## src/rtl/pipeline_pkg.sv

```systemverilog
`default_nettype none
// ============================================================================
//  Module      : pipeline_pkg
//  Description : Shared constants for the skid-buffered pipeline stage.
//  Revision    : 1.0 - initial release
// ============================================================================
package pipeline_pkg;

    localparam logic [1:0] OCC_EMPTY = 2'd0;
    localparam logic [1:0] OCC_ONE   = 2'd1;
    localparam logic [1:0] OCC_FULL  = 2'd2;

    localparam int DEF_W      = 32;
    localparam int DEF_CTRL_W = 4;
    localparam int DEF_CNT_W  = 16;

endpackage
`default_nettype wire

```

## src/rtl/sat_counter.sv

```systemverilog
`default_nettype none
// ============================================================================
//  Module      : sat_counter
//  Description : Up-counter that sticks at all-ones instead of wrapping.
//  Revision    : 1.0 - initial release
// ============================================================================
module sat_counter #(
    parameter int CNT_W = 16
) (
    input  logic             clk,
    input  logic             reset_n,
    input  logic             inc,
    output logic [CNT_W-1:0] count
);

    logic [CNT_W-1:0] r_count;

    always_ff @(posedge clk or negedge reset_n) begin
        if (!reset_n) begin
            r_count <= '0;
        end else if (inc && (r_count != '1)) begin
            r_count <= r_count + CNT_W'(1);
        end
    end

    assign count = r_count;

endmodule
`default_nettype wire

```

## src/rtl/pipeline_skid_reg.sv

```systemverilog
`default_nettype none
// ============================================================================
//  Module      : pipeline_skid_reg
//  Description : Valid/ready pipeline register with 2-entry skid buffer,
//                synchronous flush and saturating stall/bubble counters.
//  Revision    : 1.0 - initial release
// ============================================================================
module pipeline_skid_reg
    import pipeline_pkg::*;
#(
    parameter int W      = DEF_W,
    parameter int CTRL_W = DEF_CTRL_W,
    parameter int CNT_W  = DEF_CNT_W
) (
    input  logic              clk,
    input  logic              reset_n,
    input  logic              flush,
    input  logic              in_valid,
    output logic              in_ready,
    input  logic [CTRL_W-1:0] in_ctrl,
    input  logic [W-1:0]      in_data,
    output logic              out_valid,
    input  logic              out_ready,
    output logic [CTRL_W-1:0] out_ctrl,
    output logic [W-1:0]      out_data,
    output logic [1:0]        occupancy,
    output logic [CNT_W-1:0]  stall_count,
    output logic [CNT_W-1:0]  bubble_count
);

    logic              r_main_valid;
    logic              r_skid_valid;
    logic [W-1:0]      r_main_data;
    logic [W-1:0]      r_skid_data;
    logic [CTRL_W-1:0] r_main_ctrl;
    logic [CTRL_W-1:0] r_skid_ctrl;

    logic w_in_fire;
    logic w_out_fire;

    // in_ready depends only on a flop, so there is no in->out combinational path
    assign in_ready   = ~r_skid_valid;
    assign w_in_fire  = in_valid & ~r_skid_valid;
    assign w_out_fire = r_main_valid & out_ready;

    always_ff @(posedge clk or negedge reset_n) begin
        if (!reset_n) begin
            r_main_valid <= 1'b0;
            r_skid_valid <= 1'b0;
            r_main_data  <= '0;
            r_skid_data  <= '0;
            r_main_ctrl  <= '0;
            r_skid_ctrl  <= '0;
        end else if (flush) begin
            r_main_valid <= 1'b0;
            r_skid_valid <= 1'b0;
        end else if (!r_main_valid) begin
            if (w_in_fire) begin
                r_main_valid <= 1'b1;
                r_main_data  <= in_data;
                r_main_ctrl  <= in_ctrl;
            end
        end else if (!r_skid_valid) begin
            if (w_in_fire && w_out_fire) begin
                r_main_data <= in_data;
                r_main_ctrl <= in_ctrl;
            end else if (w_in_fire) begin
                r_skid_valid <= 1'b1;
                r_skid_data  <= in_data;
                r_skid_ctrl  <= in_ctrl;
            end else if (w_out_fire) begin
                r_main_valid <= 1'b0;
            end
        end else if (w_out_fire) begin
            r_main_data  <= r_skid_data;
            r_main_ctrl  <= r_skid_ctrl;
            r_skid_valid <= 1'b0;
        end
    end

    assign out_valid = r_main_valid;
    assign out_data  = r_main_data;
    assign out_ctrl  = r_main_valid ? r_main_ctrl : '0;
    assign occupancy = r_skid_valid ? OCC_FULL : (r_main_valid ? OCC_ONE : OCC_EMPTY);

    sat_counter #(.CNT_W(CNT_W)) u_stall_cnt (
        .clk     (clk),
        .reset_n (reset_n),
        .inc     (r_main_valid & ~out_ready),
        .count   (stall_count)
    );

    sat_counter #(.CNT_W(CNT_W)) u_bubble_cnt (
        .clk     (clk),
        .reset_n (reset_n),
        .inc     (~r_main_valid & out_ready),
        .count   (bubble_count)
    );

endmodule
`default_nettype wire
```

## config.mk

```make
export PLATFORM = sky130hd
export DESIGN_NAME = pipeline_skid_reg
export DESIGN_NICKNAME = d
export VERILOG_FILES = /design/src/rtl/pipeline_pkg.sv /design/src/rtl/sat_counter.sv /design/src/rtl/pipeline_skid_reg.sv
export SDC_FILE = /design/constraint.sdc
export NUM_CORES = 1
export LEC_CHECK = 0
export CELL_PAD_IN_SITES_DETAIL_PLACEMENT = 2
export CELL_PAD_IN_SITES_GLOBAL_PLACEMENT = 2
export CORE_UTILIZATION = 33
export CTS_BUF_LIST = sky130_fd_sc_hd__clkbuf_8
export CTS_CLUSTER_DIAMETER = 100
export DETAILED_ROUTE_END_ITERATION = 8
export GPL_TIMING_DRIVEN = 0
export HOLD_SLACK_MARGIN = 0.08
export PLACE_DENSITY = 0.9
export SYNTH_ARGS = -nofsm -noshare
export SYNTH_HDL_FRONTEND = slang
export SYNTH_SLANG_ARGS = --single-unit
```

## constraint.sdc

```tcl
create_clock -name clk -period 2 [get_ports clk]
set_input_delay 0.4 -clock clk [delete_from_list [all_inputs] [get_ports clk]]
set_output_delay 0.4 -clock clk [all_outputs]
set_load 0.05 [all_outputs]
```

Word level (Yosys, flattened, before mapping)

Index checks and enable logic that the tools add are counted.

Flip-flop bits (word level): 106
Bits in latches: 0
RAM bits: 0
Memory bits (read-only): 0
Input port bits: 41
Output and inout bits: 72
Word-level logic and storage cells: 54
Memories: 0

$add $sub $neg: 2
Multiply operators: 0
Divide/modulo/power cells: 0
Order comparisons: 0
Equality and inequality tests: 4
Shifts and indexed selects: 0
Mux-type cells: 24
Bitwise operators: 9
Reductions and logical operators: 7

Operator list:

| kind                  | count |
|---|---|
| $mux 32               | 5 |
| $add 16x1->16 const B | 2 |
| $ne 16x16->1 const B  | 2 |
| $mux 4                | 6 |
| $mux 1                | 12 |
| $not 1->1             | 5 |
| $reduce_and 5->1      | 1 |
| $and 1x1->1           | 4 |
| $reduce_and 4->1      | 1 |
| $reduce_bool 2->1     | 2 |
| $logic_and 1x1->1     | 3 |
| $ne 3x1->1 const B    | 1 |
| $ne 3x2->1 const B    | 1 |
| $mux 2                | 1 |

Longest topological paths before layout

Gate-level depths: netlist (run 1).

Depth in word-level cells: 7
Gate-level depth with buffers: 6
Depth with buffers taken out: 5

Modules after synthesis

From an unflattened synthesis (run 1), not the netlist that was laid out.

Cells, all modules: 355
Area total of the unflattened synthesis: 4,992.3 µm²

By module, submodules not included:

| module            | instances | cells an instance | area each (µm²) |
|---|---|---|---|
| pipeline_skid_reg | 1         | 211               | 3,273.1 |
| sat_counter       | 2         | 72                | 859.6 |

Worst setup path before layout (run 1)

Ideal clock, no wire load.

Kind: flip-flop to flip-flop
Start: register u_stall_cnt.r_count[0], in the netlist u_stall_cnt.count[0]
End: register u_stall_cnt.r_count[5], in the netlist u_stall_cnt.count[5]
Setup time: 147 ps
Arrival time: 1,947 ps
Path slack: -94 ps
Cell stages (with the launch flop): 6
Path through: dfrtp_1 > ha_1 > nand4_1 > o41ai_2 > nor3_1 > xor2_1

Cells in the longest elaborated chain, start to end: 2
Elaborated cells between the ends (all ways): 3

Ends and longest elaborated chain:

| what                                                  | RTL line          | source |
|---|---|---|
| from (decl)                                           | sat_counter.sv:16 | `logic [CNT_W-1:0] r_count;` |
| from (signal assigned)                                | sat_counter.sv:22 | `r_count <= r_count + CNT_W'(1);` |
| branches (longest 2 deep; another with $add 16x1->16) | --                |  |

Parallel ways; which one is timed is not known.
A chain may end at the register's enable or synchronous reset.

Final worst setup path (run 1)

Start: input out_ready
End: register r_skid_data[3]

Cells in the longest elaborated chain, start to end: 4

Ends and longest elaborated chain:

| what                       | RTL line                | source |
|---|---|---|
| from (decl)                | pipeline_skid_reg.sv:23 | `input logic out_ready,` |
| $and 1x1->1                | pipeline_skid_reg.sv:44 | `assign w_out_fire = r_main_valid & out_ready;` |
| $logic_and 1x1->1          | pipeline_skid_reg.sv:64 | `if (w_in_fire && w_out_fire) begin` |
| $not 1->1 (no line)        | --                      |  |
| $reduce_and 5->1 (no line) | --                      |  |
| to (signal assigned)       | pipeline_skid_reg.sv:69 | `r_skid_data <= in_data;` |
| to (decl)                  | pipeline_skid_reg.sv:34 | `logic [W-1:0] r_skid_data;` |

Every way passes these cells.

==> impl_results.md, run 1 <==
* Gr ovfl total at 0
* Crit-path cells: clkdlybuf4s50_1, nand2b_2, nor3_4, buf_4, mux2_1
* TritonCTS clock tree: built
* Simple-Gate Fraction of Synth Area at 0.136
* Ys flop type: dfrtp_1
* Crit path max fanout at 10
* Post-synthesis sequential area ratio at 0.564
* Antenna viol nets, final at 0
* CP max stage cell: clkdlybuf4s50_1
* Synthesized Nets at 439
* Net Sw Power at 2.64 mW
* Vias in the first global route at around 4100
* Power Density at 1050 nW/um^2
* Clk pwr share at 0.222
* Post-synth EDFFs at 0
* Vias/cell at 5.10
* Vert. Die Dim at 121 um
* Clock Tree Buf Depth at 2
* WS Path Type: input pin to flip-flop
* Core ar. at 13900 um^2
* Sw frac at 0.396
* Clk root buf: clkbuf_8
* Critical Path Source Type: input pin
* # rows at 43
* Clock skew at about 0.014 ns
* Synthesized cell area at 4700 um^2
* Worst path top cell family by delay: buffers and inverters
* Die Wd at roughly 120 um
* First drt pass iteration count at 4
* Syn_area_per_cell at 11.9 um^2
* Detailed Route WL at 14000 um
* Synth warn at 0
* Final instance area at about 6400 um^2
* Port Buf Inserts at 112
* Max Clk Rate at 521 MHz
* Fraction of final layout cells sized beyond drive strength 1 at 0.130
* Antenna Cells at 0
* Cts bufs inserted at 9
* Routability congestion estimate at 0.776
* P_int at between 4 and 5 mW
* Clk_lat worst skew at 0.39 ns
* Fin crit share at 0.960
* Nets@finish at 569
* DR WL/cell at roughly 20 um
* Compound-Gate Fraction of Synth Area at 0.0527
* Vias at 3627
* Slew @ Worst Pin at ~0.65 ns
* RSZ-0062 raised after global routing: true
* Worst min path class: flip-flop to flip-flop
* Final Hold Viols at 0
* Area growth syn-to-layout at 35.7%
* Final setup viols at 0
* Iteration-0 DRC Markers at 120
* Multiplexer share of the synthesized area at 0.172
* CP Buf/Inv Count at 2
* Hpwl dp at 9940 um
* Die Footprint at 14700 um^2
* First-pass GRT wire length at roughly 22000 um
* Crit path time final at 1.92 ns
* Critical path's largest stage delay at 0.55 ns
* Critical Path RT at 2.26 ns
* Relative slew slack at 0.564
* Max-cap check violation count at 0
* Total global routing track utilization at 0.198
* Post-Synth XOR/XNOR Area at 0.0503
* Syn Inst Count at 396
* Seq cells post-synth at around 110
* Largest net degree at the start of global routing at 60
* H-tree depth at 3
* Reg clk slew, reported paths at 0.10 ns
* Post-synthesis async set-or-reset flop share at 1.00
* Max-slew violation count at 0
* Crit path DAT at 2.18 ns
* I/O Pins at ~110
* Main combinational cell family by area after synthesis: multiplexers
* Leak at 3.20 nW
* Reg power frac at 0.449
* Combinational power share at 0.329
* Post-placement worst setup slack at -0.776 ns
* Dpl cell area at ~6100 um^2
* Crit end category: flip-flop
* CTS Sinks at 106
* Filler Cell Count at 1417
* Status: finished clean
* Synth Area in Adders at 0.00532
* Initial antenna violation count at 0
* Starting Density at 0.339
* Drc violations at 0
* Final worst slack at between 0.07 and 0.08 ns
* Distinct cells, synth at 40
* Worst vdd ir at 0.000479 V
==> Yosys cell counts (3+ instances only) <==
library cell | number | area, um^2
nand2b_1 | 3 | 18.8
nor3_1 | 10 | 50.1
buf_2 | 6 | 30.0
nand3_1 | 8 | 40.0
nor4_1 | 6 | 37.5
nor2_1 | 45 | 169
and2_1 | 4 | 25.0
buf_1 | 3 | 11.3
xor2_1 | 20 | 175
and4_1 | 3 | 26.3
inv_1 | 5 | 18.8
nand4_1 | 8 | 50.1
mux2_2 | 9 | 101
mux2_1 | 30 | 338
nand2_1 | 16 | 60.1
mux2i_1 | 37 | 370
xnor2_1 | 7 | 61.3
a21oi_1 | 38 | 190
clkbuf_1 | 6 | 22.5
dfrtp_1 | 106 | 2650
==> state kept, by name (all words and copies together), names as in the netlist <==
name                cells
u_bubble_cnt.count     16
out_valid               1
r_skid_data            32
out_data               32
r_skid_valid            1
r_main_ctrl             4
r_skid_ctrl             4
u_stall_cnt.count      16
==> area by class of cell <==
class | count | area, um^2 | area share
sequential | 106 | 2660 | 0.416
multi-input combinational | 269 | 1990 | 0.313
inverter | 5 | 18.8 | 0.00294
clock buffer | 9 | 124 | 0.0194
tap | 180 | 225 | 0.0353
clock inverter | 7 | 93.8 | 0.0147
timing repair buffer | 119 | 1170 | 0.183
buffer | 16 | 98.8 | 0.0155
==> kinds of logic (layout without fill, tap and decap cells) <==
| kind of cell | Yosys count | after routing |
|---|---|---|
| AND/OR/NAND/NOR | 120 | 120 |
| multiplexers | 76 | 76 |
| adder cells (fa/ha/maj) | 2 | 2 |
| AO/OA/AOI/OAI | 44 | 44 |
| flip-flops | 106 | 106 |
| buffers and inverters | 21 | 156 |
| XOR/XNOR | 27 | 27 |
==> through the flow <==
stage / setup TNS [ns] / cells / hold slack (ns) / power [mW] / util
final: 0 / 711 / 0.494 / 6.67 / 0.460
after detailed placement: -49.57 / 689 / 0.473 / 5.38 / 0.439
after global placement: -410.49 / 688 / 0.466 / 5.22 / 0.437
after global routing: -0.0842 / 711 / 0.516 / 7.00 / 0.460
after floorplan: -0.00987 / 396 / 0.104 / 4.40 / -
after CTS: 0 / 708 / 0.502 / 6.76 / 0.454
==> metal layers <==
metal | global-route usage | vias up | routed length [um]
li1 | - | 1653 | -
met3 | 0.0564 | 19 | 694
met5 | 0 | - | 0
met1 | 0.225 | 1870 | 5510
met2 | 0.356 | 85 | 7500
met4 | 0.0625 | 0 | 247
==> power by group through the flow <==
| stage | sequential, mW | combinational [mW] | clock (mW) |
|---|---|---|---|
| floorplan | 3.80 | 0.600 | 0 |
| global placement | 2.99 | 2.23 | 0 |
| detailed placement | 3.04 | 2.34 | 0 |
| CTS | 3.00 | 2.24 | 1.53 |
| global route | 3.06 | 2.34 | 1.60 |
| finish | 3.00 | 2.20 | 1.48 |
==> cell usage in the layout, fill, tap and decap left out, types with 2 or more instances in the layout <==
cell | synthesis | layout
nand3_1 | 8 | 8
dfrtp_1 | 106 | 104
bufinv_16 | 0 | 2
or2_2 | 2 | 2
mux2i_1 | 37 | 37
ha_1 | 2 | 2
dlygate4sd2_1 | 0 | 48
nand2b_1 | 3 | 2
buf_2 | 6 | 9
inv_1 | 5 | 6
dfrtp_2 | 0 | 2
nor4_2 | 1 | 3
dlymetal6s2s_1 | 0 | 19
nor3_1 | 10 | 10
a211oi_1 | 2 | 2
clkdlybuf4s50_1 | 0 | 39
nand2_1 | 16 | 16
buf_4 | 1 | 10
nand4b_1 | 2 | 2
clkbuf_2 | 0 | 6
xor2_1 | 20 | 20
mux2_1 | 30 | 30
mux2_2 | 9 | 9
nor2_1 | 45 | 45
nor3b_1 | 2 | 2
and2_1 | 4 | 4
xnor2_1 | 7 | 7
nand4_1 | 8 | 8
a21oi_1 | 38 | 38
clkbuf_8 | 0 | 9
and4_1 | 3 | 3
nor4_1 | 6 | 4
==> worst reg2reg max path, stage by stage, from the launching register on <==
cell,delay [ns]
dfrtp_1,0.35
buf_2,0.17
nand2_2,0.26
a211oi_4,0.33
buf_12,0.17
clkbuf_2,0.28
nor2_1,0.07
a21oi_1,0.21
==> final timing paths <==
path	cells after the start	to	startpoint	slack, ns
min in group asynchronous	2	r_skid_data[0]$_DFFE_PN0P_	reset_n	0.56
worst min register to register	1	r_skid_data[26]$_DFFE_PN0P_	r_skid_data[26]$_DFFE_PN0P_	0.49
max in group asynchronous	3	u_stall_cnt.count[0]$_DFFE_PN0P_	reset_n	0.69
worst min-delay path	1	r_skid_data[26]$_DFFE_PN0P_	r_skid_data[26]$_DFFE_PN0P_	0.49
worst max-delay path	5	r_skid_data[3]$_DFFE_PN0P_	out_ready	0.08
worst max register to register	7	out_data[7]$_DFFE_PN0P_	r_skid_valid$_DFFE_PN0P_	0.08
==> timing repair <==
| action | CTS | global route |
|---|---|---|
| hold buffers | 1 | 0 |
| endpoints found under the setup margin | 119 | 77 |
| gates cloned | 0 | 0 |
| hold endpoints to repair | 47 | 0 |
| gates resized for setup | 88 | 27 |
| setup buffers | 2 | 3 |
| pin swaps | 2 | 3 |
Note: power is estimated with default switching activity, not from simulation.
==> run 2: changes to the inputs <==
--- a/config.mk
+++ b/config.mk
@@ -13,7 +13,7 @@
 export DETAILED_ROUTE_END_ITERATION = 8
 export GPL_TIMING_DRIVEN = 0
 export HOLD_SLACK_MARGIN = 0.08
-export PLACE_DENSITY = 0.9
+export PLACE_DENSITY = 0.86
 export SYNTH_ARGS = -nofsm -noshare
 export SYNTH_HDL_FRONTEND = slang
 export SYNTH_SLANG_ARGS = --single-unit
==> run 2 against run 1 <==
Compared with the run above: final area is 0.59% lower; maximum frequency down 1.6%; core utilization shrank 0.27 points; die area did not move; critical endpoint is now out_data[6].
==> impl_results.md, run 2 (synthesis gave the netlist of run 1 again) <==
* Status: finished clean
* Worst reg2reg endpoint: u_bubble_cnt.count[9]$_DFFE_PN0P_
* Final setup viols at 0
* Worst R2R Start: out_valid$_DFF_PN0_
* Vias at 3569
* Critical Path Source Type: flip-flop
* Clock skew at ~0.011 ns
* Filler Cell Count at 1431
* Total global routing track utilization at 0.191
* Drc violations at 0
* Leak at 3.16 nW
* Total power at 6.48 mW
* Worst path top cell family by delay: buffers and inverters
* CTS Sinks at 106
* Worst min path class: flip-flop to flip-flop
* Most frequent cells in the layout: dfrtp_1 (103), clkdlybuf4s50_1 (49), nor2_1 (45), dlygate4sd2_1 (44), a21oi_1 (38)
* Critical path depth at 1
* Cts bufs inserted at 9
* Critical Path RT at between 1.5 and 2 ns
* Slew @ Worst Pin at 0.704 ns
* CP max stage cell: clkdlybuf4s50_1
* Initial antenna violation count at 0
* Port Buf Inserts at 112
* Largest net degree at the start of global routing at 57
* Iteration-0 DRC Markers at 56
* Routability congestion estimate at 0.729
* Nets@finish at 572
* Detailed Route WL at 13100 um
* Vias/cell at between 4 and 5
* FF-to-FF setup slack at 0.13 ns
* Gr ovfl total at 0
* Antenna Cells at 0
* Clock Tree Buf Depth at 2
* First drt pass iteration count at 3
* Max-slew violation count at 0
* DR WL/cell at approximately 18 um
* Final Hold Viols at 0
* Crit path max fanout at 2
* Antenna viol nets, final at 0
* Hold Path Sink: r_skid_data[16]$_DFFE_PN0P_
* Vias in the first global route at 4063
* Relative slew slack at 0.531
* Die Footprint at 14700 um^2
* TritonCTS clock tree: built
* Final core occ at 0.457
* Reg clk slew, reported paths at 0.10 ns
* Multi-input logic area at 1990 um^2
* Area growth syn-to-layout at 34.9%
* RSZ-0062 raised after global routing: false
* R2r worst-path depth at 5
* WS Path Type: flip-flop to output pin
* H-tree depth at 3
* Starting Density at 0.339
* Fraction of final layout cells sized beyond drive strength 1 at 0.129
* Hold Path Depth at 1
* Final hold slack at 0.495 ns
* Die Wd at 121 um
* First-pass GRT wire length at 21500 um
* FF+latch area at 2660 um^2
* Max-cap check violation count at 0
* # rows at 43
* Worst vdd ir at 0.000534 V
* Core ar. at roughly 14000 um^2
* Min-delay src: r_skid_data[16]$_DFFE_PN0P_
* Commonest non-fill, non-tap cell in the layout: dfrtp_1
* Hpwl dp at approximately 9700 um
* Crit-path cells: clkdlybuf4s50_1
* Vert. Die Dim at 121 um
* Crit end category: output pin
* I/O Pins at 113
* Clk root buf: clkbuf_8
* Crit path time final at 1.95 ns
* Fin crit share at 0.976
* Clk_lat worst skew at approximately 0.38 ns
* Crit path DAT at 1.55 ns
* Power Density at 1020 nW/um^2
* Max Clk Rate at 512 MHz
* Critical path's largest stage delay at 0.81 ns
* CP Buf/Inv Count at 1
==> run 2: how the worst max path moves through the flow <==
stage / start / end / slack (ns)
floorplan: u_stall_cnt.count[5]$_DFFE_PN0P_ / u_stall_cnt.count[15]$_DFFE_PN0P_ / -0.01
global placement: reset_n / u_stall_cnt.count[0]$_DFFE_PN0P_ / -3.97
detailed placement: out_ready / out_data[28]$_DFFE_PN0P_ / -0.71
CTS: out_data[7]$_DFFE_PN0P_ / out_data[7] / 0.003
global route: out_data[16]$_DFFE_PN0P_ / out_data[16] / 0.0005
finish: out_data[6]$_DFFE_PN0P_ / out_data[6] / 0.05
==> run 2: final cells by class <==
class                   count  share of cell area
plain buffers              16              0.0158
clock buffers               9              0.0195
clock inverters             7             0.00987
inverters                   5             0.00296
multi-input cells         269               0.313
flip-flops and latches    106               0.419
well taps                 180              0.0355
repair buffers            122               0.184
==> run 2: report_power, final <==
group          switching, mW  total [mW]  internal, mW
logic                   1.46        2.18         0.727
registers              0.362        2.97          2.61
clock network          0.751        1.32         0.569
==> run 2: timing repair <==
item,4_1_cts,5_1_grt
hold endpoints to repair,45,0
gates cloned,0,0
setup buffers,4,4
setup endpoints to repair,115,78
resized for setup,75,28
pin swaps,2,3
hold buffers,1,0
==> run 2: metal layers <==
metal  vias up  track usage  share of wire
li1       1652            -              -
met1      1832        0.222           0.41
met2        70        0.339           0.52
met3        15       0.0437          0.047
met4         0       0.0702          0.017
met5         -            0              0
==> run 2: worst register-to-register path: cells and delay by family (launching register included) <==
family                    cells  cell delay [ns]
and+or+nand+nor               3             0.97
DFF                           1             0.47
buffers and inverters         1             0.19
xor gates and xnor gates      1             0.18
==> run 2: stage by stage <==
step | setup slack [ns] | TNS [ns] | area [um^2] | instances
6_report | 0.0471 | 0 | 6340 | 714
5_1_grt | 0.000458 | 0 | 6340 | 714
4_1_cts | 0.00323 | 0 | 6280 | 710
3_5_place_dp | -0.714 | -47.51 | 6090 | 689
3_3_place_gp | -3.97 | -423.82 | 6060 | 688
2_1_floorplan | -0.00987 | -0.00987 | 4720 | 396
==> run 3: changes to the inputs <==
--- a/config.mk
+++ b/config.mk
@@ -7,6 +7,7 @@
 export LEC_CHECK = 0
 export CELL_PAD_IN_SITES_DETAIL_PLACEMENT = 2
 export CELL_PAD_IN_SITES_GLOBAL_PLACEMENT = 2
+export CORE_MARGIN = 1.5
 export CORE_UTILIZATION = 33
 export CTS_BUF_LIST = sky130_fd_sc_hd__clkbuf_8
 export CTS_CLUSTER_DIAMETER = 100
==> run 3 against run 2 <==
Compared with the run above: register-to-register slack got worse by 0.03 ns; first-iteration DRC count rose by 50%; final cell count fell by 0.14%; sequential share of layout area fell by 0.16 points; total power fell by 0.84%; die area rose by 1.7%; global-route usage fell by 0.24 points; final area rose by 0.43%; largest cell class unchanged.
==> impl_results.md, run 3 (synthesis gave the netlist of run 1 again) <==
* H-tree depth at 3
* DR WL/cell at 18.9 um
* FF-to-FF setup slack at 0.10 ns
* Status: finished clean
* Final setup viols at 0
* Critical path's largest stage delay at 0.81 ns
* CP max stage cell: clkdlybuf4s50_1
* Slew @ Worst Pin at between 0.6 and 0.7 ns
* Final worst slack at 0.0448 ns
* Max-cap check violation count at 0
* Leak at 3.20 nW
* Final Hold Viols at 0
* Nets@finish at 571
* Hpwl dp at 9580 um
* Power Density at 1010 nW/um^2
* Critical Path RT at roughly 1.6 ns
* Worst vdd ir at 0.000470 V
* Die Wd at 122 um
* Final cell count without fillers at between 700 and 800
* Starting Density at 0.339
* Initial antenna violation count at 0
* Clk root buf: clkbuf_8
* Reg clk slew, reported paths at between 0.1 and 0.15 ns
* TritonCTS clock tree: built
* First drt pass iteration count at 4
* Total power at 6.42 mW
* # rows at 43
* Relative slew slack at 0.537
* Setup TNS Final at 0 ns
* Crit-path cells: clkdlybuf4s50_1
* Iteration-0 DRC Markers at 84
* Vias/cell at 5.02
* Worst reg2reg endpoint: u_bubble_cnt.count[15]$_DFFE_PN0P_
* Filler Cell Count at 1439
* Commonest non-fill, non-tap cell in the layout: dfrtp_1
* Area growth syn-to-layout at 35.5%
* Clk_lat worst skew at 0.38 ns
* Vias at ~3600
* Most frequent cells in the layout: dfrtp_1 (102), nor2_1 (45), clkdlybuf4s50_1 (45), dlygate4sd2_1 (41), a21oi_1 (38)
* Die Footprint at roughly 15000 um^2
* Routability congestion estimate at roughly 0.75
* Port Buf Inserts at 112
* Detailed Route WL at between 10000 and 15000 um
* First-pass GRT wire length at 21700 um
* Worst setup endpoint: out_data[0]
* Total global routing track utilization at 0.188
* Crit path max fanout at 2
* Antenna Cells at 0
* Crit end category: output pin
* Worst path top cell family by delay: buffers and inverters
* Post-placement worst setup slack at -0.809 ns
* CTS Sinks at 106
* Max-slew violation count at 0
* Clock Tree Buf Depth at 2
* I/O Pins at 113
* Fraction of final layout cells sized beyond drive strength 1 at 0.137
* Vias in the first global route at 4083
* WS Path Type: flip-flop to output pin
* Antenna viol nets, final at 0
* Crit path DAT at 1.56 ns
* Gr ovfl total at 0
* Max Clk Rate at 511 MHz
* Crit path from: out_data[0]$_DFFE_PN0P_
* Core ar. at 13900 um^2
* Critical path depth at 1
* Fin crit share at 0.978
* Vert. Die Dim at 122 um
* Largest net degree at the start of global routing at 59
* Crit path time final at 1.96 ns
* Worst min path class: flip-flop to flip-flop
* Cts bufs inserted at 9
* R2r worst-path depth at 5
* Post-placement cell count at between 600 and 700
* Clock skew at 0.0155 ns
* Worst R2R Start: out_valid$_DFF_PN0_
* CP Buf/Inv Count at 1
* Drc violations at 0
* Critical Path Source Type: flip-flop
* Final core occ at 0.459
## run 3: through the flow
stage | hold WS [ns] | instance area [um^2]
after floorplan | 0.104 | 4720
after global placement | 0.467 | 6060
after detailed placement | 0.478 | 6090
after CTS | 0.502 | 6260
after global routing | 0.514 | 6370
final | 0.499 | 6370
## run 3: layout make-up
type,count,area (um^2),area share
Tap cell,180,225,0.0354
Inverter,5,18.8,0.00295
Multi-Input combinational cell,269,2000,0.314
Clock inverter,6,35.0,0.00550
Sequential cell,106,2660,0.417
Timing Repair Buffer,122,1200,0.189
Clock buffer,10,138,0.0216
Buffer,15,90.1,0.0141
## run 3: worst min path at each step
| stage | start | cells past startpoint | end |
|---|---|---|---|
| 2_1_floorplan | reset_n | 0 | out_data[0]$_DFFE_PN0P_ |
| 3_3_place_gp | r_skid_data[16]$_DFFE_PN0P_ | 1 | r_skid_data[16]$_DFFE_PN0P_ |
| 3_5_place_dp | r_skid_data[19]$_DFFE_PN0P_ | 1 | r_skid_data[19]$_DFFE_PN0P_ |
| 4_1_cts | r_skid_data[24]$_DFFE_PN0P_ | 1 | r_skid_data[24]$_DFFE_PN0P_ |
| 5_1_grt | r_skid_data[27]$_DFFE_PN0P_ | 1 | r_skid_data[27]$_DFFE_PN0P_ |
| 6_report | r_skid_data[24]$_DFFE_PN0P_ | 1 | r_skid_data[24]$_DFFE_PN0P_ |
## run 3: what timing repair did
action	4_1_cts	5_1_grt
hold buffers	1	0
pin swaps	2	3
endpoints found under the hold margin	33	0
endpoints found under the setup margin	111	60
resized for setup	77	32
setup buffers	4	4
## run 3: where the power goes
| group | total [mW] | switching (mW) | internal (mW) |
|---|---|---|---|
| clock | 1.25 | 0.769 | 0.480 |
| sequential | 2.98 | 0.373 | 2.61 |
| combinational | 2.19 | 1.45 | 0.737 |
## run 3: metal layers
metal / share of wire / track usage / vias to the layer above
met5: 0 / 0 / -
met4: 0.012 / 0.0560 / 0
met3: 0.048 / 0.0474 / 11
met2: 0.52 / 0.333 / 72
met1: 0.42 / 0.226 / 1841
li1: - / - / 1655
